`config.mk`:
```
export PLATFORM = sky130hd
export DESIGN_NAME = instruction_encoder
export DESIGN_NICKNAME = d
export VERILOG_FILES = /design/src/rtl/instruction_encoder.sv
export SDC_FILE = /design/constraint.sdc
export NUM_CORES = 1
export LEC_CHECK = 0
export BUFFER_PORTS_ARGS = -buffer_cell sky130_fd_sc_hd__buf_2
export CAP_MARGIN = 20
export CORE_ASPECT_RATIO = 1.1
export CORE_MARGIN = 2
export CORE_UTILIZATION = 56
export DETAILED_ROUTE_END_ITERATION = 12
export PLACE_DENSITY = 0.8
export SYNTH_ARGS = -nofsm -noshare
export SYNTH_HDL_FRONTEND = slang
export SYNTH_SLANG_ARGS = --single-unit
```
`constraint.sdc`:
```
create_clock -name clk -period 4.35 [get_ports clk]
set_clock_uncertainty 0.1 [all_clocks]
set_input_delay 0 -clock clk [delete_from_list [all_inputs] [get_ports clk]]
set_output_delay 0 -clock clk [all_outputs]
set_load 0.05 [all_outputs]
```
`src/rtl/instruction_encoder.sv`:
```
// Instruction encoder: packs decoded field sets into 32-bit words and streams them into instruction memory.
// Words reach the memory port one cycle after transfer; in_ready drops only when the word FIFO is full.

module enc_fifo #(
  parameter int DEPTH = 4,
  parameter int W     = 32
) (
  input  logic         clk,
  input  logic         rst,
  input  logic         wr_vld,
  output logic         wr_rdy,
  input  logic [W-1:0] wr_dat,
  output logic         rd_vld,
  input  logic         rd_rdy,
  output logic [W-1:0] rd_dat
);
  localparam int PTR_W = (DEPTH > 1) ? $clog2(DEPTH) : 1;
  localparam int CNT_W = PTR_W + 1;

  logic [W-1:0]     mem [DEPTH];
  logic [PTR_W-1:0] wr_ptr;
  logic [PTR_W-1:0] rd_ptr;
  logic [CNT_W-1:0] count;
  logic             push;
  logic             pop;

  // wr_rdy looks only at occupancy, so a pop on the same edge never admits an extra push
  assign wr_rdy = (count < CNT_W'(DEPTH));
  assign rd_vld = (count != '0);
  assign rd_dat = mem[rd_ptr];
  assign push   = wr_vld && wr_rdy;
  assign pop    = rd_vld && rd_rdy;

  always_ff @(posedge clk) begin
    if (rst) begin
      wr_ptr <= '0;
      rd_ptr <= '0;
      count  <= '0;
    end else begin
      if (push) wr_ptr <= wr_ptr + PTR_W'(1);
      if (pop)  rd_ptr <= rd_ptr + PTR_W'(1);
      case ({push, pop})
        2'b10:   count <= count + CNT_W'(1);
        2'b01:   count <= count - CNT_W'(1);
        default: count <= count;
      endcase
    end
  end

  always_ff @(posedge clk) begin
    if (push && !rst) mem[wr_ptr] <= wr_dat;
  end
endmodule

module instruction_encoder #(
  parameter int FIFO_DEPTH = 4,
  parameter int ADDR_W     = 8
) (
  input  logic              clk,
  input  logic              rst,
  input  logic              in_valid,
  output logic              in_ready,
  input  logic [2:0]        ALUop,
  input  logic [4:0]        rd,
  input  logic [4:0]        rs1,
  input  logic [4:0]        rs2,
  input  logic [31:0]       immediate,
  input  logic              isImmediateOp,
  output logic              mem_we,
  output logic [ADDR_W-1:0] mem_addr,
  output logic [31:0]       mem_wdata,
  input  logic              mem_ready,
  output logic              err,
  output logic [7:0]        err_count,
  output logic              wrapped
);
  typedef struct packed {
    logic [3:0]  opcode;
    logic [4:0]  rd;
    logic [4:0]  rs1;
    logic [4:0]  rs2;
    logic [12:0] imm;
  } insn_t;

  logic [3:0]  opcode;
  logic        is_rtype;
  logic        is_itype;
  logic        bad_op;
  logic        imm_fits;
  logic        reject;
  logic        xfer;
  insn_t       word;
  logic        fifo_wr_vld;
  logic        fifo_rd_vld;
  logic [31:0] fifo_rd_dat;

  always_comb begin
    opcode   = 4'd0;
    is_rtype = 1'b0;
    is_itype = 1'b0;
    bad_op   = 1'b0;
    case (ALUop)
      3'b000: opcode = 4'd0;
      3'b001: bad_op = 1'b1;
      3'b010: begin opcode = 4'd1; is_rtype = 1'b1; end
      3'b011: begin opcode = 4'd2; is_rtype = 1'b1; end
      3'b100: begin opcode = 4'd3; is_rtype = 1'b1; end
      3'b101: begin opcode = 4'd4; is_rtype = 1'b1; end
      3'b110: begin opcode = 4'd5; is_itype = 1'b1; end
      3'b111: begin opcode = 4'd6; is_itype = 1'b1; end
      default: bad_op = 1'b1;
    endcase
  end

  // the immediate fits 13 bits signed when bits [31:12] are all copies of bit 12
  assign imm_fits = (immediate[31:12] == {20{immediate[12]}});

  assign reject = bad_op
               || (isImmediateOp && !is_itype)
               || (!isImmediateOp && is_itype)
               || (is_itype && !imm_fits);

  always_comb begin
    word = '0;
    if (is_rtype || is_itype) begin
      word.opcode = opcode;
      word.rd     = rd;
      word.rs1    = rs1;
      if (is_rtype) word.rs2 = rs2;
      if (is_itype) word.imm = immediate[12:0];
    end
  end

  assign xfer        = in_valid && in_ready;
  assign fifo_wr_vld = in_valid && !reject;

  enc_fifo #(
    .DEPTH (FIFO_DEPTH),
    .W     (32)
  ) u_fifo (
    .clk    (clk),
    .rst    (rst),
    .wr_vld (fifo_wr_vld),
    .wr_rdy (in_ready),
    .wr_dat (word),
    .rd_vld (fifo_rd_vld),
    .rd_rdy (mem_ready),
    .rd_dat (fifo_rd_dat)
  );

  assign mem_we    = fifo_rd_vld && mem_ready;
  assign mem_wdata = fifo_rd_dat;

  always_ff @(posedge clk) begin
    if (rst) begin
      mem_addr  <= '0;
      wrapped   <= 1'b0;
      err       <= 1'b0;
      err_count <= 8'd0;
    end else begin
      if (mem_we) begin
        mem_addr <= mem_addr + ADDR_W'(1);
        if (&mem_addr) wrapped <= 1'b1;
      end
      err <= xfer && reject;
      if (xfer && reject && (err_count != 8'hFF)) err_count <= err_count + 8'd1;
    end
  end
endmodule

```
==> impl_metrics.prom <==
# TYPE chip_impl_metric gauge
chip_impl_metric{name="fp.coreArea",unit="µm²"} 10810
chip_impl_metric{name="internal_power",unit="mW"} 2.772
chip_impl_metric{name="cts_repair_resize_count",unit=""} 0
chip_impl_info{name="layout.cells.most_common",value="edfxtp_1"} 1
chip_impl_info{name="synth_top_cells_by_area",value="edfxtp_1 61%, mux4_2 11%, dfxtp_1 8.8%, and3_1 1.6%, nor2b_1 1.5%"} 1
chip_impl_metric{name="finalSetupViolCount",unit=""} 0
chip_impl_metric{name="gp_routability_congestion",unit=""} 0.7838
chip_impl_metric{name="pwr-share-clk",unit="%"} 35.3
chip_impl_metric{name="fin_cells",unit=""} 668
chip_impl_metric{name="cts.htree.levels",unit=""} 4
chip_impl_info{name="slowest_stage",value="dlygate4sd3_1"} 1
chip_impl_metric{name="num-nets-final",unit=""} 571
chip_impl_metric{name="routed_wire_length_per_instance",unit="µm"} 18.25
chip_impl_metric{name="place_inst",unit=""} 605
chip_impl_metric{name="timing.critical_path.slowest_cell_delay",unit="ps"} 530
chip_impl_info{name="worst_hold_path_type",value="in2reg"} 1
chip_impl_metric{name="fp.dieH",unit="µm"} 113.9
chip_impl_metric{name="final.min_clock_period",unit="ps"} 2837
chip_impl_metric{name="power_leakage",unit="nW"} 2.855
chip_impl_metric{name="clockBufferDepth",unit=""} 2
chip_impl_metric{name="ff2ff_path_depth",unit=""} 9
chip_impl_metric{name="clkLatencyLatePin",unit="ps"} 400
chip_impl_metric{name="via_count_of_the_first_global_routing_pass",unit=""} 3824
chip_impl_metric{name="wire_length_of_the_first_global_routing_pass",unit="mm"} 19.21
chip_impl_metric{name="antenna_found_initial",unit=""} 0
chip_impl_metric{name="synth_enable_flop_cells",unit=""} 124
chip_impl_metric{name="io_port_bufs",unit=""} 105
chip_impl_metric{name="chip_width",unit="µm"} 103.9
chip_impl_metric{name="netSwitchingPower",unit="mW"} 1.169
chip_impl_metric{name="initial_core_util",unit="%"} 56.86
chip_impl_metric{name="max_clock_freq",unit="GHz"} 0.3525
chip_impl_metric{name="layout_worst_path_cycle_share",unit="%"} 65.22
chip_impl_metric{name="async_reset_ff_share",unit="%"} 0
chip_impl_metric{name="dp_hpwl",unit="mm"} 7.250
chip_impl_metric{name="max-slew-margin-rel",unit="%"} 46.20
chip_impl_metric{name="sequential_to_total_area_share_from_yosys_stat",unit="%"} 69.37
chip_impl_info{name="clock-root-buffer",value="clkbuf_16"} 1
chip_impl_info{name="worstSetupEndpointType",value="flop"} 1
chip_impl_metric{name="layout-drive-gt1-share",unit="%"} 36.66
chip_impl_info{name="worstPathCellList",value="dlygate4sd3_1 > buf_2 > and4_1 > o211ai_1 > a221oi_2 > buf_4 > o21bai_2 > ha_1 > inv_1 > fa_1 > xor2_1 > or3_1 > a21oi_1"} 1
chip_impl_metric{name="switching_share",unit="%"} 29.67
chip_impl_metric{name="num_io_pins",unit=""} 107
chip_impl_metric{name="worstPathRequired",unit="ps"} 4580
chip_impl_metric{name="power_per_cell_area",unit="nW/µm²"} 509.0
chip_impl_metric{name="drt.antenna.violating_nets",unit=""} 0
chip_impl_metric{name="combinational_fraction_of_design_power",unit="%"} 22.5
chip_impl_metric{name="routed_wl",unit="mm"} 12.19
chip_impl_info{name="synthDominantAreaCellType",value="edfxtp_1"} 1
chip_impl_info{name="crit_type",value="in2reg"} 1
chip_impl_metric{name="drt_first_iter_violations",unit=""} 259
chip_impl_metric{name="yosysWarnings",unit=""} 0
chip_impl_info{name="mostFrequentLayoutCells",value="124 x edfxtp_1, 105 x buf_2, 31 x mux4_2, 31 x dlygate4sd3_1, 25 x dfxtp_1"} 1
chip_impl_metric{name="synth.top_cell.area_share",unit="%"} 60.57
chip_impl_info{name="synthFlopType",value="edfxtp_1"} 1
chip_impl_metric{name="sequentialPowerShare",unit="%"} 42.2
chip_impl_info{name="outcome",value="completed"} 1
chip_impl_metric{name="worst_hold_path.num_cells",unit=""} 4
chip_impl_metric{name="ir_worst_vdd",unit="V"} 0.0002943
chip_impl_metric{name="footprint_of_the_multi_input_gates",unit="µm²"} 1790
chip_impl_metric{name="std_cell_rows",unit=""} 40
chip_impl_metric{name="setup-tns-final",unit="ps"} 0
chip_impl_metric{name="clk_pin_slew_worst_paths",unit="ps"} 60
chip_impl_info{name="rsz0062_at_grt",value="no"} 1
chip_impl_info{name="timing.critical_path.from_type",value="input pin"} 1
chip_impl_metric{name="cap_viol_max_count",unit=""} 0
chip_impl_metric{name="syn2layout_area_growth",unit="%"} 25.97
chip_impl_metric{name="vias",unit=""} 3674
chip_impl_metric{name="yosys_register_bits",unit=""} 151
chip_impl_metric{name="total_grt_usage",unit="%"} 21.78
chip_impl_metric{name="post_cts.repair.setup_buffers",unit=""} 0
chip_impl_metric{name="fp.dieArea",unit="µm²"} 11830
chip_impl_metric{name="crit_path_max_fanout",unit=""} 12
chip_impl_metric{name="via_per_inst",unit=""} 5.500
chip_impl_metric{name="post-route-drc-count",unit=""} 0
chip_impl_metric{name="netlist_area",unit="µm²"} 6147
chip_impl_metric{name="critical_path_arrival",unit="ps"} 3060
chip_impl_metric{name="detail_route.first_pass.iterations",unit=""} 4
chip_impl_metric{name="maximum_number_of_pins_on_one_net_before_global_route_repair",unit=""} 34
chip_impl_metric{name="timing_worst_slew_pin_value",unit="ps"} 807.0
chip_impl_metric{name="drv_slew",unit=""} 0
chip_impl_metric{name="synth_area_per_cell",unit="µm²"} 16.89
chip_impl_metric{name="timing_hold_violations_final",unit=""} 0
chip_impl_metric{name="synthesis.nets",unit=""} 427
chip_impl_metric{name="globalRoute.totalOverflow",unit=""} 0
chip_impl_metric{name="post_layout_total_power",unit="mW"} 3.941
chip_impl_metric{name="nFillCells",unit=""} 688
chip_impl_info{name="cts_tree",value="done"} 1
chip_impl_metric{name="seqCellArea",unit="µm²"} 4267
chip_impl_metric{name="count_of_clock_tree_sinks",unit=""} 151
chip_impl_metric{name="cts_buffers",unit=""} 17
chip_impl_metric{name="syn-instance-count",unit=""} 364
chip_impl_metric{name="num_antenna_cells",unit=""} 0
chip_impl_metric{name="synth_cell_type_count",unit=""} 47
[repair_timing]
item / in CTS / in global routing
setup endpoints to repair: 0 / 0
endpoints found under the hold margin: 134 / 0
hold buffers: 31 / 0
[synthesized netlist by cell type, types with 2 or more instances]
cell type / n
nor3b_1: 4
and3_1: 16
nand4_1: 4
and4_1: 4
xor2_1: 8
o21ai_0: 2
or4_1: 2
o311a_1: 2
and2_1: 6
buf_2: 5
nor2_2: 2
nor4_1: 5
inv_1: 8
nand2_1: 15
edfxtp_1: 124
clkbuf_1: 8
nand3_1: 6
nor2_1: 24
or3_1: 3
nor2b_1: 15
xnor2_1: 4
dfxtp_1: 27
ha_1: 7
a21oi_1: 5
mux4_2: 31
mux2_4: 4
mux2i_1: 3
[power groups by stage]
stage / Combinational, mW / Clock (mW) / Sequential (mW)
4_1_cts: 0.893 / 1.41 / 1.67
2_1_floorplan: 0.680 / 0 / 1.69
3_5_place_dp: 0.867 / 0 / 1.70
5_1_grt: 0.939 / 1.47 / 1.67
3_3_place_gp: 0.786 / 0 / 1.74
6_report: 0.885 / 1.39 / 1.66
[cells by family (layout without fill, tap and decap cells)]
kind of cell / Yosys count / in the layout / synth area share [%]
AOI/OAI and AO/OA: 17 / 17 / 2.097
xor gates and xnor gates: 12 / 12 / 1.710
adders and majority gates: 8 / 8 / 1.750
buffers and inverters: 25 / 182 / 1.832
DFF: 151 / 151 / 69.37
muxes: 39 / 39 / 13.01
other: 1 / 1 / 0.06100
and+or+nand+nor: 111 / 111 / 10.18
[state kept, by name, indices dropped and copies added, names as in the netlist, named ones only]
register       count
mem_addr           8
err_count          8
u_fifo.mem       124
wrapped            1
u_fifo.rd_ptr      2
u_fifo.wr_ptr      2
u_fifo.count       3
err                1
[critical path, delay by kind of cell]
kind                       cells  cell delay [ps]
adders and majority gates      2              660
buffers and inverters          4              950
AOI/OAI and AO/OA              4              850
xor gates and xnor gates       1              160
and+or+nand+nor                2              450
[path summary, 6_finish.rpt]
path / start / end / slack [ps]
worst min-delay path: mem_ready / mem_addr[1]$_SDFFE_PP0P_ / 80
worst max-delay path: immediate[12] / u_fifo.count[2]$_SDFFE_PP0P_ / 1510
worst max register to register: u_fifo.count[2]$_SDFFE_PP0P_ / u_fifo.count[2]$_SDFFE_PP0P_ / 2040
worst min register to register: wrapped$_SDFFE_PP0P_ / wrapped$_SDFFE_PP0P_ / 360
[per-layer routing]
layer,vias to the layer above,global-route usage (%),part of all wire [%]
met5,-,0,0
met4,0,10.81,3.1
met3,30,4.514,6.2
met2,142,38.86,53
met1,1795,25.23,37
li1,1707,-,-
[through the flow]
step / setup WS (ps) / cell area, µm² / util, % / hold slack [ps]
2_1_floorplan: 368.4 / 6147 / - / 62.57
3_3_place_gp: 1514 / 6834 / 63.22 / 226.9
3_5_place_dp: 1364 / 6854 / 63.40 / 237.4
4_1_cts: 1548 / 7744 / 71.63 / 80.42
5_1_grt: 1331 / 7744 / 71.63 / 103.2
6_report: 1513 / 7744 / 71.63 / 84.53
[layout make-up]
cell class | count | share of cell area (%)
clock inverters | 9 | 0.7594
well taps | 147 | 2.375
clock buffers | 23 | 6.722
flip-flops and latches | 151 | 55.10
inverters | 8 | 0.3878
repair buffers | 142 | 11.54
multi-input cells | 188 | 23.12
No activity file was read; power rests on OpenSTA's default activity.
